## config.mk

```make
export PLATFORM = sky130hd
export DESIGN_NAME = rpc_reg_init_seq
export DESIGN_NICKNAME = d
export VERILOG_FILES = /design/src/rtl/rpc_reg_init_seq.sv
export SDC_FILE = /design/constraint.sdc
export NUM_CORES = 1
export LEC_CHECK = 0
export BUFFER_PORTS_ARGS = -buffer_cell sky130_fd_sc_hd__buf_2
export CAP_MARGIN = 10
export CORE_AREA = 4 4 95 97
export DETAILED_ROUTE_END_ITERATION = 7
export DIE_AREA = 0 0 99 101
export GPL_TIMING_DRIVEN = 0
export PLACE_DENSITY = 0.67
export SETUP_SLACK_MARGIN = 0.2
export SLEW_MARGIN = 5
export SYNTH_ARGS = -nofsm -noshare
export SYNTH_HDL_FRONTEND = slang
export SYNTH_SLANG_ARGS = --single-unit
export TNS_END_PERCENT = 1
```

## constraint.sdc

```tcl
create_clock -name clk_i -period 2.36 [get_ports clk_i]
set_input_delay 0.354 -clock clk_i [delete_from_list [all_inputs] [get_ports clk_i]]
set_output_delay 0.354 -clock clk_i [all_outputs]
set_load 0.02 [all_outputs]
```

## src/rtl/rpc_reg_init_seq.sv

```systemverilog
// Boot-time register initialiser for the RPC controller: replays a fixed write table, polls a
// status register until ready, then passes the regbus through to the host master.
module rpc_reg_init_seq #(
   parameter int unsigned AddrWidth   = 48,
   parameter int unsigned DataWidth   = 32,
   parameter int unsigned NumEntries  = 4,
   parameter logic [NumEntries-1:0][AddrWidth-1:0] InitAddr = '0,
   parameter logic [NumEntries-1:0][DataWidth-1:0] InitData = '0,
   parameter logic [AddrWidth-1:0] PollAddr  = '0,
   parameter logic [DataWidth-1:0] PollMask  = {{(DataWidth-1){1'b0}}, 1'b1},
   parameter logic [DataWidth-1:0] PollValue = {{(DataWidth-1){1'b0}}, 1'b1},
   parameter int unsigned PollTimeout = 1024,
   parameter bit          AutoStart   = 1'b1
) (
   input  logic                             clk_i,
   input  logic                             rst_ni,
   input  logic                             start_i,
   output logic                             busy_o,
   output logic                             done_o,
   output logic                             fail_o,
   output logic [$clog2(NumEntries+1)-1:0]  fail_idx_o,
   input  logic [AddrWidth-1:0]             host_addr_i,
   input  logic                             host_write_i,
   input  logic [DataWidth-1:0]             host_wdata_i,
   input  logic [DataWidth/8-1:0]           host_wstrb_i,
   input  logic                             host_valid_i,
   output logic [DataWidth-1:0]             host_rdata_o,
   output logic                             host_error_o,
   output logic                             host_ready_o,
   output logic [AddrWidth-1:0]             reg_addr_o,
   output logic                             reg_write_o,
   output logic [DataWidth-1:0]             reg_wdata_o,
   output logic [DataWidth/8-1:0]           reg_wstrb_o,
   output logic                             reg_valid_o,
   input  logic [DataWidth-1:0]             reg_rdata_i,
   input  logic                             reg_error_i,
   input  logic                             reg_ready_i
);

   localparam int unsigned IdxWidth     = (NumEntries > 1) ? $clog2(NumEntries) : 1;
   localparam int unsigned CntWidth     = $clog2(PollTimeout + 1);
   localparam int unsigned FailIdxWidth = $clog2(NumEntries + 1);
   localparam logic [IdxWidth-1:0]     LastIdx   = IdxWidth'(NumEntries - 1);
   localparam logic [CntWidth-1:0]     LastPoll  = CntWidth'(PollTimeout - 1);
   localparam logic [FailIdxWidth-1:0] PollStepIdx = FailIdxWidth'(NumEntries);

   typedef enum logic [2:0] {
      StIdle,
      StWrite,
      StPoll,
      StDone,
      StFail
   } state_e;

   state_e                  state_q, state_d;
   logic [IdxWidth-1:0]     idx_q, idx_d;
   logic [CntWidth-1:0]     poll_cnt_q, poll_cnt_d;
   logic [FailIdxWidth-1:0] fail_idx_q, fail_idx_d;

   always_ff @(posedge clk_i or negedge rst_ni) begin
      if (!rst_ni) begin
         state_q    <= StIdle;
         idx_q      <= '0;
         poll_cnt_q <= '0;
         fail_idx_q <= '0;
      end else begin
         state_q    <= state_d;
         idx_q      <= idx_d;
         poll_cnt_q <= poll_cnt_d;
         fail_idx_q <= fail_idx_d;
      end
   end

   // Request fields depend only on state/idx, so reg_ready_i never reaches reg_valid_o.
   always_comb begin
      state_d      = state_q;
      idx_d        = idx_q;
      poll_cnt_d   = poll_cnt_q;
      fail_idx_d   = fail_idx_q;
      busy_o       = 1'b0;
      done_o       = 1'b0;
      fail_o       = 1'b0;
      reg_addr_o   = '0;
      reg_write_o  = 1'b0;
      reg_wdata_o  = '0;
      reg_wstrb_o  = '0;
      reg_valid_o  = 1'b0;
      host_rdata_o = '0;
      host_error_o = 1'b0;
      host_ready_o = 1'b0;

      unique case (state_q)
         StIdle: begin
            if (AutoStart || start_i) begin
               state_d = StWrite;
            end
         end

         StWrite: begin
            busy_o      = 1'b1;
            reg_valid_o = 1'b1;
            reg_write_o = 1'b1;
            reg_addr_o  = InitAddr[idx_q];
            reg_wdata_o = InitData[idx_q];
            reg_wstrb_o = '1;
            if (reg_ready_i) begin
               if (reg_error_i) begin
                  state_d    = StFail;
                  fail_idx_d = FailIdxWidth'(idx_q);
               end else if (idx_q == LastIdx) begin
                  state_d = StPoll;
               end else begin
                  idx_d = idx_q + 1'b1;
               end
            end
         end

         StPoll: begin
            busy_o      = 1'b1;
            reg_valid_o = 1'b1;
            reg_addr_o  = PollAddr;
            if (reg_ready_i) begin
               if (reg_error_i) begin
                  state_d    = StFail;
                  fail_idx_d = PollStepIdx;
               end else if (((reg_rdata_i ^ PollValue) & PollMask) == '0) begin
                  state_d = StDone;
               end else if (poll_cnt_q == LastPoll) begin
                  state_d    = StFail;
                  fail_idx_d = PollStepIdx;
               end else begin
                  poll_cnt_d = poll_cnt_q + 1'b1;
               end
            end
         end

         StDone: begin
            done_o       = 1'b1;
            reg_addr_o   = host_addr_i;
            reg_write_o  = host_write_i;
            reg_wdata_o  = host_wdata_i;
            reg_wstrb_o  = host_wstrb_i;
            reg_valid_o  = host_valid_i;
            host_rdata_o = reg_rdata_i;
            host_error_o = reg_error_i;
            host_ready_o = reg_ready_i;
         end

         // The controller is unusable after a failed init; error out host accesses so they never hang.
         StFail: begin
            fail_o       = 1'b1;
            host_error_o = 1'b1;
            host_ready_o = host_valid_i;
         end

         default: begin
            state_d = StIdle;
         end
      endcase
   end

   assign fail_idx_o = fail_idx_q;

endmodule

```

---- Yosys cells after proc, flatten, opt, wreduce, memory -nomap -nowiden ----
Cells that the tools add are included.
storage, ports and cells
  register bits ........................... 19
  latch bits .............................. 0
  bits in writable memories ............... 0
  bits in read-only memories .............. 0
  input port bits ......................... 123
  output and inout bits ................... 126
  word-level logic and storage cells ...... 64
  memories kept ........................... 0
cells by class
  $add $sub $neg .......................... 2
  multipliers ............................. 0
  divide/modulo/power cells ............... 0
  $lt $le $gt $ge ......................... 1
  equality and inequality tests ........... 13
  shift operators ......................... 0
  muxes and demuxes ....................... 29
  bitwise gates (word level) .............. 6
  reductions and logical operators ........ 9
operator list
  operator                                          count
  binary-select mux 48 bit (select 2 bit)           1
  case mux 48 bit (2 select lines)                  1
  binary-select mux 32 bit (select 2 bit)           1
  2-to-1 mux 32 bit                                 2
  case mux 32 bit (2 select lines)                  1
  2-to-1 mux 48 bit                                 1
  2-to-1 mux 3 bit                                  12
  logical NOT 32 bit                                1
  case mux 3 bit (4 select lines)                   1
  adder 11 x 1 -> 11 bit (second input constant)    1
  == test 11 x 10 -> 1 bit (second input constant)  1
  AND reduction 5 bit                               2
  inequality test 3 bit (second input constant)     3
  case mux 1 bit (2 select lines)                   4
  case mux 4 bit (2 select lines)                   1
  == test 3 x 2 -> 1 bit (second input constant)    2
  inequality test 2 bit (second input constant)     3
  NOT 1 bit                                         6
  case mux 3 bit (2 select lines)                   1
  AND reduction 6 bit                               1
  inequality test 4 bit (second input constant)     1
  AND reduction 4 bit                               1
  OR reduction 2 bit                                2
  == test 3 x 1 -> 1 bit (second input constant)    1
  other kinds (7)                                   9

---- Depth between registers and ports, before layout ----
Gate-level depths: netlist of run 1.
  depth in word-level cells ............... 6
  depth in mapped cells ................... 6
  depth with buffers taken out ............ 6

---- Least setup slack after synthesis of run 1 ----
No wires, ideal clock.
  path kind ............................... reg-to-output
  start ................................... register state_q[2]
  end ..................................... output port host_rdata_o[10]
  data arrival time ....................... 1654 ps
  data required time ...................... 2006 ps
  setup slack ............................. 352 ps
  stages on the path, launching flop included .. 7
  buffers on the path ..................... 3
  path through ............................ dfrtp_1 -> nand2b_1 -> clkbuf_1 -> nor2_1 -> buf_2 -> clkbuf_1 -> and2_1
between the ends
  word-level cells in the longest chain between the ends .. 2
ends and longest elaborated chain
  element                 line  text
  from (decl)             55    state_e state_q, state_d;
  from (signal assigned)  62    state_q <= StIdle;
  from (signal assigned)  67    state_q <= state_d;
  == test 3 x 2 -> 1 bit  92    unique case (state_q)
  2-to-1 mux 32 bit       92
  to (decl)               27    output logic [DataWidth-1:0] host_rdata_o,
No other way between the ends.

---- Worst setup path after layout of run 1 ----
  start ................................... register state_q[0]
  end ..................................... output port host_ready_o
between the ends
  word-level cells in the longest chain between the ends .. 2
  elaborated cells on any way between the ends .. 3
  classes of those cells .................. eq/ne (2); mux (1)
ends and longest elaborated chain
  element                                                         line  text
  == test 3 bit / == test 3 x 2 -> 1 bit (equally long branches)  92
  case mux 1 bit (2 select lines) *                               92
  to (decl)                                                       29    output logic host_ready_o,
Every way passes the cells marked *; elsewhere a longest branch is shown, timed or not.

==> results of run 1 <==
==> registers in the layout, summed over array words and instances (netlist names) <==
| register | cells |
|---|---|
| poll_cnt_q | 11 |
| state_q | 3 |
| idx_q | 2 |
| fail_idx_o | 3 |
==> worst register-to-register path: stages (launching register included) <==
cell      delay [ns]
dfrtp_1         0.39
ha_1            0.20
nand3_2         0.12
nor4_4          0.41
nor3_1          0.09
a2111o_1        0.47
a22o_1          0.26
==> kinds of logic after synthesis <==
family	after synthesis	share of synthesized area, %
adders and majority gates	2	1.43
xor gates and xnor gates	11	5.51
DFF	19	27.2
and+or+nand+nor	151	52.4
AOI/OAI and AO/OA	19	7.15
buffers and inverters	22	5.01
muxes	2	1.29
==> cell usage after synthesis, drive strengths merged <==
cell      n
o21ai     2
nand2     8
or2b      1
or4       1
nor4      2
clkbuf   12
a2111o    1
nand2b    2
dfrtp    19
o22ai     1
nor2     10
xnor2     6
and2b     1
nand3b    1
a21o      2
a22o      3
a21oi     8
buf       2
and2    112
xor2      5
nor3b     1
ha        2
o21a      1
and3      1
inv       8
mux2      2
nand3     5
nor3      4
nand4     2
a221oi    1
==> path summary, 6_finish.rpt <==
| kind | start | to | cells after the start |
|---|---|---|---|
| min reg2reg | poll_cnt_q[9] | poll_cnt_q[9] | 1 |
| min in group clk_i | reg_rdata_i[0] | state_q[0] | 3 |
| max | state_q[0] | host_ready_o | 7 |
| max reg2reg | poll_cnt_q[0] | fail_idx_o[1] | 6 |
| max in group asynchronous | rst_ni | state_q[0] | 1 |
| min | rst_ni | idx_q[1] | 1 |
==> layer usage <==
layer	wire (um)	GRT usage, %	up-vias
met5	0	0	-
met2	4430	27.9	174
li1	-	-	1226
met4	72	1.89	0
met1	3450	19.6	1115
met3	932	3.81	8
==> what timing repair did <==
action                                 CTS  global route
setup endpoints to repair              115           113
pin swaps                                1             1
setup buffers                            2             2
gates resized for setup                 16            52
endpoints found under the hold margin    0             0
cloned                                   0             1
==> power breakdown <==
group / internal [uW] / leakage (uW) / switching [uW]
registers: 405 / 0.000248 / 62.2
logic: 1190 / 0.00179 / 1760
clock network: 120 / 0.0000228 / 110
==> stage by stage <==
stage | std cells | utilization (%) | power [uW] | cell area, um2
2_1_floorplan | 226 | - | 2170 | 1750
3_3_place_gp | 578 | 38.3 | 3120 | 3120
3_5_place_dp | 578 | 38.3 | 3160 | 3120
4_1_cts | 584 | 39.4 | 3470 | 3210
5_1_grt | 587 | 41.0 | 3930 | 3330
6_report | 587 | 41.0 | 3650 | 3330
==> final cells by class <==
| cell class | instances | area [um2] |
|---|---|---|
| Clock buffer | 4 | 45.0 |
| Fill cell | 856 | 4800 |
| Sequential cell | 19 | 477 |
| Multi-Input combinational cell | 185 | 1200 |
| Buffer | 14 | 113 |
| Inverter | 8 | 30.0 |
| Timing Repair Buffer | 252 | 1340 |
| Tap cell | 105 | 131 |
==> results.md, run 1 <==
* Floorplan die width at 99 um
* Highest-count cells in the layout ignoring fill and taps: 231 x buf_2, 109 x and2_1, 22 x buf_4
* Antenna-violating nets left at 0
* Share of the synthesized area in the top cell type at 40.1%
* Category of the critical setup timing path: flip-flop to output pin
* Die area at 0.0100 mm2
* Vias per Instance at 4.30
* Type of origin of the critical path: flip-flop
* Final Routed Wirelength at 8.89 mm
* Worst EP required at 2.01 ns
* Number of buffers added to fix hold violations after cts at 0
* Die span in y at 101 um
* Syn Inst Count at 226
* Htree depth at 1
* Share of cells above drive strength 1 at 58.1%
* Clock skew after layout at 0.00523 ns
* Clock slew at reported path FFs at 0.07 ns
* CTS sink count at 19
* Clock root buffer master: clkbuf_8
* Min-delay worst type: input pin to async pin
* Minimum clock period at 2.11 ns
* Net count of the finished layout at 608
* Average size of a mapped cell at 7.74 um2
* Maximum net fanout on the critical path at 9
* Overflow after GRT at 0
* Global-route wire length before repair at 12.7 mm
* Buffers on Ports at 247
* Family of cells with the greatest summed delay on the critical path: buffers and inverters
* Reported leakage power at 0.00206 uW
* Outcome: complete, no violations
* Power Dens Cells at 1100 mW/mm2
* Total GRT Usage at 15.7%
* Final Hold Violating Endpoints at 0
* Warning count from the yosys run at 0
* Most common cell after layout, fill and taps aside: buf_2
* Final Max Tran Viols at 0
* Number of buffer and inverter stages on the critical path at 4
* Max stage delay cell, worst path: dfrtp_2
* Largest cells by area after synthesis: and2_1 40%, dfrtp_1 27%, xnor2_1 3.0%, clkbuf_1 2.6%, xor2_1 2.5%
* Maximum capacitance violations at 0
* Number of DRC markers in iteration 0 at 73
* Least-Margin Pin Slew at 0.546 ns
* Fraction of the cycle the final worst path needs at 89.6%
* Vias at 2523
* GPL Wtd Cong at 0.842
* Total of endpoints with negative setup slack in the final report at 0
* Setup total negative slack at 0 ns
* Initial standard-cell utilization of the core at 21.5%
* Peak supply drop at 661 uV
* Skew-Pair Late Insertion Delay at 0.26 ns
* Net Count, Synth at 351
* Unrepaired setup endpoints after global routing: true
* First-pass DRT Iterations at 4
* Worst hold slack across all endpoints at 0.0312 ns
* Data arrival, critical path at 1.76 ns
* Number of distinct standard cells referenced by the synthesized netlist at 33
* Post-synthesis register bit count at 19
* Number of rows created at floorplan at 33
* Post-Place Setup Slack at -0.377 ns
* Area leader, netlist: and2_1
* Number of antenna violations at the first check in global routing at 0
* Num ports at 249
* Clock tree buffer depth at 2
* Cell area after synthesis at 0.00175 mm2
* Worst path setup slack after routing at 0.246 ns
* Clock tree from TritonCTS: built
* Via count of the first global-routing pass at 2530
* ANT cells at 0
* Drc violations at 0
* Slowest stage delay, CP at 0.46 ns
* Crit end category: output pin
* Worst relative slew slack at 63.5%
* TritonCTS Buffers at 3
* Largest net degree at the start of global routing at 20
* Routed length per instance at 15.1 um
* Placed wire-length estimate after detailed placement at 7.72 mm
* Cell breakdown of the critical path: nand2b_1, clkbuf_4, nor2_4, buf_4, clkbuf_16, a22o_1, buf_2
* Sequential area share after synthesis at 27.2%
* Highest Clock Rate at 473 MHz
* Signed area change from the synthesized netlist to the final layout at 90.5%
* Core Footprint at 0.00813 mm2
* Flop-to-flop setup slack at 0.31 ns
(Power assumes the default switching activity.)
==> run 2: changes to the inputs <==
CTS_BUF_LIST = sky130_fd_sc_hd__clkbuf_2   (was unset)
GPL_ROUTABILITY_DRIVEN = 0   (was unset)
==> results.md, run 2 (synthesized netlist as in run 1, its figures left out) <==
* Final Hold Violating Endpoints at 0 (unchanged)
* Share of cells above drive strength 1 at 60.4% (was 58.1%)
* Type of origin of the critical path: flip-flop (unchanged)
* Reported leakage power at 0.00209 uW (was 0.00206 uW)
* Number of rows created at floorplan at 33 (unchanged)
* Total of endpoints with negative setup slack in the final report at 0 (unchanged)
* Highest-count cells in the layout ignoring fill and taps: 182 x buf_2, 101 x and2_1, 62 x buf_4 (was 231 x buf_2, 109 x and2_1, 22 x buf_4)
* Hold path endpoint: state_q[0]
* Clock slew at reported path FFs at 0.20 ns (was 0.07 ns)
* Unrepaired setup endpoints after global routing: true (unchanged)
* Via count of the first global-routing pass at 2550 (was 2530)
* Worst reg2reg path endpoint: fail_idx_o[1] (unchanged)
* Htree depth at 1 (unchanged)
* Clock skew after layout at 0.0155 ns (was 0.00523 ns)
* Flip-flop count of the largest register after layout at 11 (unchanged)
* Min-delay worst type: input pin to flip-flop (was input pin to async pin)
* CTS sink count at 19 (unchanged)
* Worst hold path cell count at 3
* Routed length per instance at 15.3 um (was 15.1 um)
* Vias per Instance at 4.27 (was 4.30)
* Antenna-violating nets left at 0 (unchanged)
* Final standard cell count with taps included and fillers excluded at 587 (unchanged)
* Clock tree buffer depth at 2 (unchanged)
* Clock tree from TritonCTS: built (unchanged)
* Category of the critical setup timing path: flip-flop to output pin (unchanged)
* Flop-to-flop setup slack at 0.27 ns (was 0.31 ns)
* Core Footprint at 0.00813 mm2 (unchanged)
* R2R cell count at 6 (unchanged)
* Internal power component at 1890 uW (was 1720 uW)
* Final Routed Wirelength at 9.00 mm (was 8.89 mm)
* Worst relative slew slack at 69.9% (was 63.5%)
* Highest Clock Rate at 468 MHz (was 473 MHz)
* Largest reg by FF count: poll_cnt_q (unchanged)
* Net count of the finished layout at 608 (unchanged)
* Total GRT Usage at 15.9% (was 15.7%)
* Timing startpoint of the critical path: state_q[2] (was state_q[0])
* Setup total negative slack at 0 ns (unchanged)
* First-pass DRT Iterations at 4 (unchanged)
* Seq pwr share at 12.2% (was 12.8%)
* Clock root buffer master: clkbuf_2 (was clkbuf_8)
* Peak supply drop at 762 uV (was 661 uV)
* Number of DRC markers in iteration 0 at 70 (was 73)
* Vias at 2507 (was 2523)
* Worst EP required at 2.01 ns (about the same)
* Die span in y at 101 um (unchanged)
* Data arrival, critical path at 1.78 ns (was 1.76 ns)
* Portion of total power attributed to combinational logic at 83.9% (was 80.9%)
* Clock power frac at 3.9% (was 6.3%)
* Die area at 0.0100 mm2 (unchanged)
* Final cell area excluding filler cells at 0.00354 mm2 (was 0.00333 mm2)
* Overflow after GRT at 0 (unchanged)
* Reg2Reg Launch Point: poll_cnt_q[0] (unchanged)
* Minimum clock period at 2.14 ns (was 2.11 ns)
* Origin of the worst min-delay path: reg_rdata_i[0]
* Fraction of the cycle the final worst path needs at 90.6% (was 89.6%)
* ANT cells at 0 (unchanged)
* Placement-stage cell area at 0.00312 mm2 (unchanged)
* Maximum capacitance violations at 0 (unchanged)
* Sequential cell area at 477 um2 (unchanged)
* Least-Margin Pin Slew at 0.452 ns (was 0.546 ns)
* Buffers on Ports at 247 (unchanged)
* Power Dens Cells at 1090 mW/mm2 (was 1100 mW/mm2)
* Drc violations at 0 (unchanged)
* Total area of multi-input combinational cells at 0.00124 mm2 (was 0.00120 mm2)
* Global-route wire length before repair at 12.9 mm (was 12.7 mm)
* Maximum net fanout on the critical path at 10 (was 9)
* TritonCTS Buffers at 3 (unchanged)
* Num ports at 249 (unchanged)
* Worst hold slack across all endpoints at 0.331 ns (was 0.0312 ns)
* Placed wire-length estimate after detailed placement at 7.72 mm (unchanged)
* Switching portion of total power at 51.3% (was 53.0%)
* Skew-Pair Late Insertion Delay at 0.33 ns (was 0.26 ns)
* Initial standard-cell utilization of the core at 21.5% (unchanged)
* Number of antenna violations at the first check in global routing at 0 (unchanged)
* Most common cell after layout, fill and taps aside: buf_2 (unchanged)
* Filler cells at 823 (was 856)
* Largest net degree at the start of global routing at 20 (unchanged)
* Final Max Tran Viols at 0 (unchanged)
* Net switching power of the design at 1980 uW (was 1940 uW)
* Floorplan die width at 99 um (unchanged)
* Outcome: complete, no violations (unchanged)
* Signed area change from the synthesized netlist to the final layout at 103% (was 90.5%)
* Crit end category: output pin (unchanged)
* Placed cells at 578 (unchanged)
==> run 2: changes by cell type in the layout (fill, tap and decap cells not counted), moves of 8 or more <==
cell and delta:
buf_6 +13, buf_4 +40, buf_2 -49, and2_1 -8, clkbuf_4 -10, and2_4 +8
==> run 2: critical path: stages (launching register included) <==
cell and delay, ns:
dfrtp_1 0.44, nand2b_4 0.15, buf_8 0.13, nor2_4 0.12, buf_6 0.15, clkbuf_8 0.15, and2_1 0.14, buf_4 0.16
==> run 2: how the worst max path moves through the flow <==
stage,depth (start not counted),to
finish,7,host_rdata_o[23]
global route,6,fail_idx_o[1]
CTS,7,reg_addr_o[36]
detailed placement,7,reg_addr_o[36]
global placement,7,reg_addr_o[36]
floorplan,6,host_rdata_o[10]
==> run 2: repair_timing <==
action,in CTS,in global routing
buffers inserted,4,0
hold buffers,1,0
hold endpoints to repair,19,0
gates resized for setup,73,67
endpoints found under the setup margin,115,118
pin swaps,1,1
==> run 2: power by group through the flow <==
stage               Clock, uW  Combinational [uW]  Sequential (uW)
floorplan                   0                1680              489
global placement            0                2650              469
detailed placement          0                2690              474
CTS                       152                3040              465
global route              172                3480              482
finish                    152                3250              472
==> run 2: final cells by class <==
cell class                 instances  area share [%]
multi-input combinational        185            35.0
tap                              105            3.71
timing repair buffer             252            41.9
clock buffer                       4           0.565
sequential                        19            13.4
buffer                            14            4.59
inverter                           8           0.847
==> run 2: per-layer routing <==
metal / GRT usage, % / share of wire, %
met5: 0 / 0
met3: 4.36 / 12
met4: 1.89 / 0.48
met1: 19.4 / 37
met2: 28.7 / 51
==> run 2: per-stage QoR <==
stage | util, % | power (uW) | setup WS [ns]
3_3_place_gp | 38.3 | 3120 | -0.335
2_1_floorplan | - | 2170 | 0.352
4_1_cts | 41.5 | 3660 | 0.174
3_5_place_dp | 38.3 | 3160 | -0.377
6_report | 43.6 | 3870 | 0.222
5_1_grt | 43.6 | 4130 | 0.127
==> run 3: changes to the inputs <==
CORE_AREA = 4 4 94 96   (was 4 4 95 97)
DIE_AREA = 0 0 98 100   (was 0 0 99 101)
PLACE_DENSITY = 0.68   (was 0.67)
==> results.md, run 3 (synthesized netlist as in run 1, its figures left out) <==
* Worst EP required at 2.01 ns (about the same)
* Cell breakdown of the critical path: nand2b_1, clkbuf_8, nor2_4, buf_6, clkbuf_4, and2_1, buf_2 (was nand2b_4, buf_8, nor2_4, buf_6, clkbuf_8, and2_1, buf_4)
* Total GRT Usage at 14.2% (was 15.9%)
* Routed length per instance at 13.3 um (was 15.3 um)
* Highest-count cells in the layout ignoring fill and taps: 220 x buf_2, 110 x and2_1, 39 x buf_4 (was 182 x buf_2, 101 x and2_1, 62 x buf_4)
* Initial standard-cell utilization of the core at 21.7% (was 21.5%)
* Min-delay worst type: input pin to flip-flop (unchanged)
* Placed wire-length estimate after detailed placement at 6.75 mm (was 7.72 mm)
* Placement-stage cell area at 0.00312 mm2 (unchanged)
* Power Dens Cells at 1050 mW/mm2 (was 1090 mW/mm2)
* TritonCTS Buffers at 3 (unchanged)
* Maximum capacitance violations at 0 (unchanged)
* Number of buffer and inverter stages on the critical path at 4 (unchanged)
* Largest net degree at the start of global routing at 20 (unchanged)
* Drc violations at 0 (unchanged)
* Number of antenna violations at the first check in global routing at 0 (unchanged)
* Number of DRC markers in iteration 0 at 40 (was 70)
* Worst path setup slack after routing at 0.228 ns (was 0.222 ns)
* Reported leakage power at 0.00205 uW (was 0.00209 uW)
* Final Hold Violating Endpoints at 0 (unchanged)
* Clock slew at reported path FFs at 0.17 ns (was 0.20 ns)
* Die area at 0.00980 mm2 (was 0.0100 mm2)
* Most common cell after layout, fill and taps aside: buf_2 (unchanged)
* Slowest stage delay, CP at 0.41 ns (was 0.44 ns)
* Outcome: complete, no violations (unchanged)
* Share of cells above drive strength 1 at 58.4% (was 60.4%)
* Buffers on Ports at 247 (unchanged)
* Largest reg by FF count: poll_cnt_q (unchanged)
* Family of cells with the greatest summed delay on the critical path: buffers and inverters (unchanged)
* Post-Place Setup Slack at -0.317 ns (was -0.377 ns)
* ANT cells at 0 (unchanged)
* Type of origin of the critical path: flip-flop (unchanged)
* Floorplan die width at 98 um (was 99 um)
* Data arrival, critical path at 1.78 ns (about the same)
* Fraction of the cycle the final worst path needs at 90.3% (was 90.6%)
* Overflow after GRT at 0 (unchanged)
* Stages on worst setup path at 7 (unchanged)
* Unrepaired setup endpoints after global routing: true (unchanged)
* Clock tree from TritonCTS: built (unchanged)
* Vias per Instance at 4.16 (was 4.27)
* Final cell area excluding filler cells at 0.00334 mm2 (was 0.00354 mm2)
* Signed area change from the synthesized netlist to the final layout at 91.1% (was 103%)
* Clock skew after layout at 0.00281 ns (was 0.0155 ns)
* Peak supply drop at 452 uV (was 762 uV)
* Max stage delay cell, worst path: dfrtp_1 (unchanged)
* Category of the critical setup timing path: flip-flop to output pin (unchanged)
* Core Footprint at 0.00805 mm2 (was 0.00813 mm2)
* Skew-Pair Late Insertion Delay at 0.30 ns (was 0.33 ns)
* Worst hold path cell count at 3 (unchanged)
* R2R cell count at 6 (unchanged)
* Net count of the finished layout at 609 (was 608)
* Worst relative slew slack at 71.8% (was 69.9%)
* Num ports at 249 (unchanged)
* CTS sink count at 19 (unchanged)
* Via count of the first global-routing pass at 2479 (was 2550)
* Least-Margin Pin Slew at 0.422 ns (was 0.452 ns)
* Number of rows created at floorplan at 33 (unchanged)
* Global-route wire length before repair at 11.6 mm (was 12.9 mm)
* Vias at 2449 (was 2507)
* Highest Clock Rate at 469 MHz (was 468 MHz)
* Htree depth at 1 (unchanged)
* Flip-flop count of the largest register after layout at 11 (unchanged)
* Maximum net fanout on the critical path at 10 (unchanged)
* Final Max Tran Viols at 0 (unchanged)
* First-pass DRT Iterations at 4 (unchanged)
* Final Routed Wirelength at 7.84 mm (was 9.00 mm)
* Minimum clock period at 2.13 ns (was 2.14 ns)
* Clock root buffer master: clkbuf_2 (unchanged)
* Total of endpoints with negative setup slack in the final report at 0 (unchanged)
* Clock tree buffer depth at 2 (unchanged)
* Die span in y at 100 um (was 101 um)
* Crit end category: output pin (unchanged)
* Setup total negative slack at 0 ns (unchanged)
* Filler cells at 843 (was 823)
* Antenna-violating nets left at 0 (unchanged)
run 3: cell types whose count changed in the layout (fill, tap and decap cells not counted), sizes merged:
cell / before / now
clkbuf: 6 / 8
buf: 263 / 262
run 3: worst register-to-register path: cells and delay by family, from the launching register on:
kind	cells	cell delay, ns
flops	1	0.41
compound gates	2	0.72
simple gates	3	0.64
fa+ha+maj	1	0.20
run 3: cell type report:
type | count | area [um2] | area share (%)
well taps | 105 | 131 | 3.93
inverters | 8 | 30.0 | 0.899
plain buffers | 14 | 119 | 3.56
repair buffers | 253 | 1360 | 40.5
flip-flops and latches | 19 | 477 | 14.3
clock buffers | 4 | 20.0 | 0.599
multi-input cells | 185 | 1210 | 36.2
run 3: layer usage:
| metal | vias up | part of all wire (%) | GRT usage, % |
|---|---|---|---|
| li1 | 1228 | - | - |
| met5 | - | 0 | 0 |
| met2 | 155 | 51 | 26.7 |
| met4 | 0 | 0.56 | 1.38 |
| met1 | 1062 | 36 | 15.6 |
| met3 | 4 | 12 | 5.56 |
run 3: power by group:
part,internal [uW],switching [uW]
Sequential,404,54.0
Clock,44.9,97.6
Combinational,1200,1720
run 3: final timing paths:
| kind | endpoint | startpoint | slack [ns] |
|---|---|---|---|
| max | reg_wdata_o[5] | state_q[2] | 0.23 |
| min | state_q[0] | reg_rdata_i[0] | 0.34 |
| max reg2reg | fail_idx_o[1] | poll_cnt_q[0] | 0.31 |
| min reg2reg | poll_cnt_q[9] | poll_cnt_q[9] | 0.49 |
| max in group asynchronous | state_q[0] | rst_ni | 1.54 |
| min in group asynchronous | fail_idx_o[2] | rst_ni | 0.51 |
run 3: metrics by stage:
stage / total power (uW) / std cells / hold slack [ns] / utilization [%]
after global routing: 3790 / 588 / 0.342 / 41.5
after global placement: 3100 / 578 / 0.305 / 38.7
after floorplan: 2170 / 226 / 0.0584 / -
after CTS: 3440 / 586 / 0.316 / 40.4
after detailed placement: 3120 / 578 / 0.318 / 38.7
final: 3520 / 588 / 0.337 / 41.5
run 3: repair_timing:
action	4_1_cts	5_1_grt
pin swaps	1	0
hold endpoints to repair	19	0
setup buffers	3	2
hold buffers	1	0
endpoints found under the setup margin	115	114
gates resized for setup	34	41
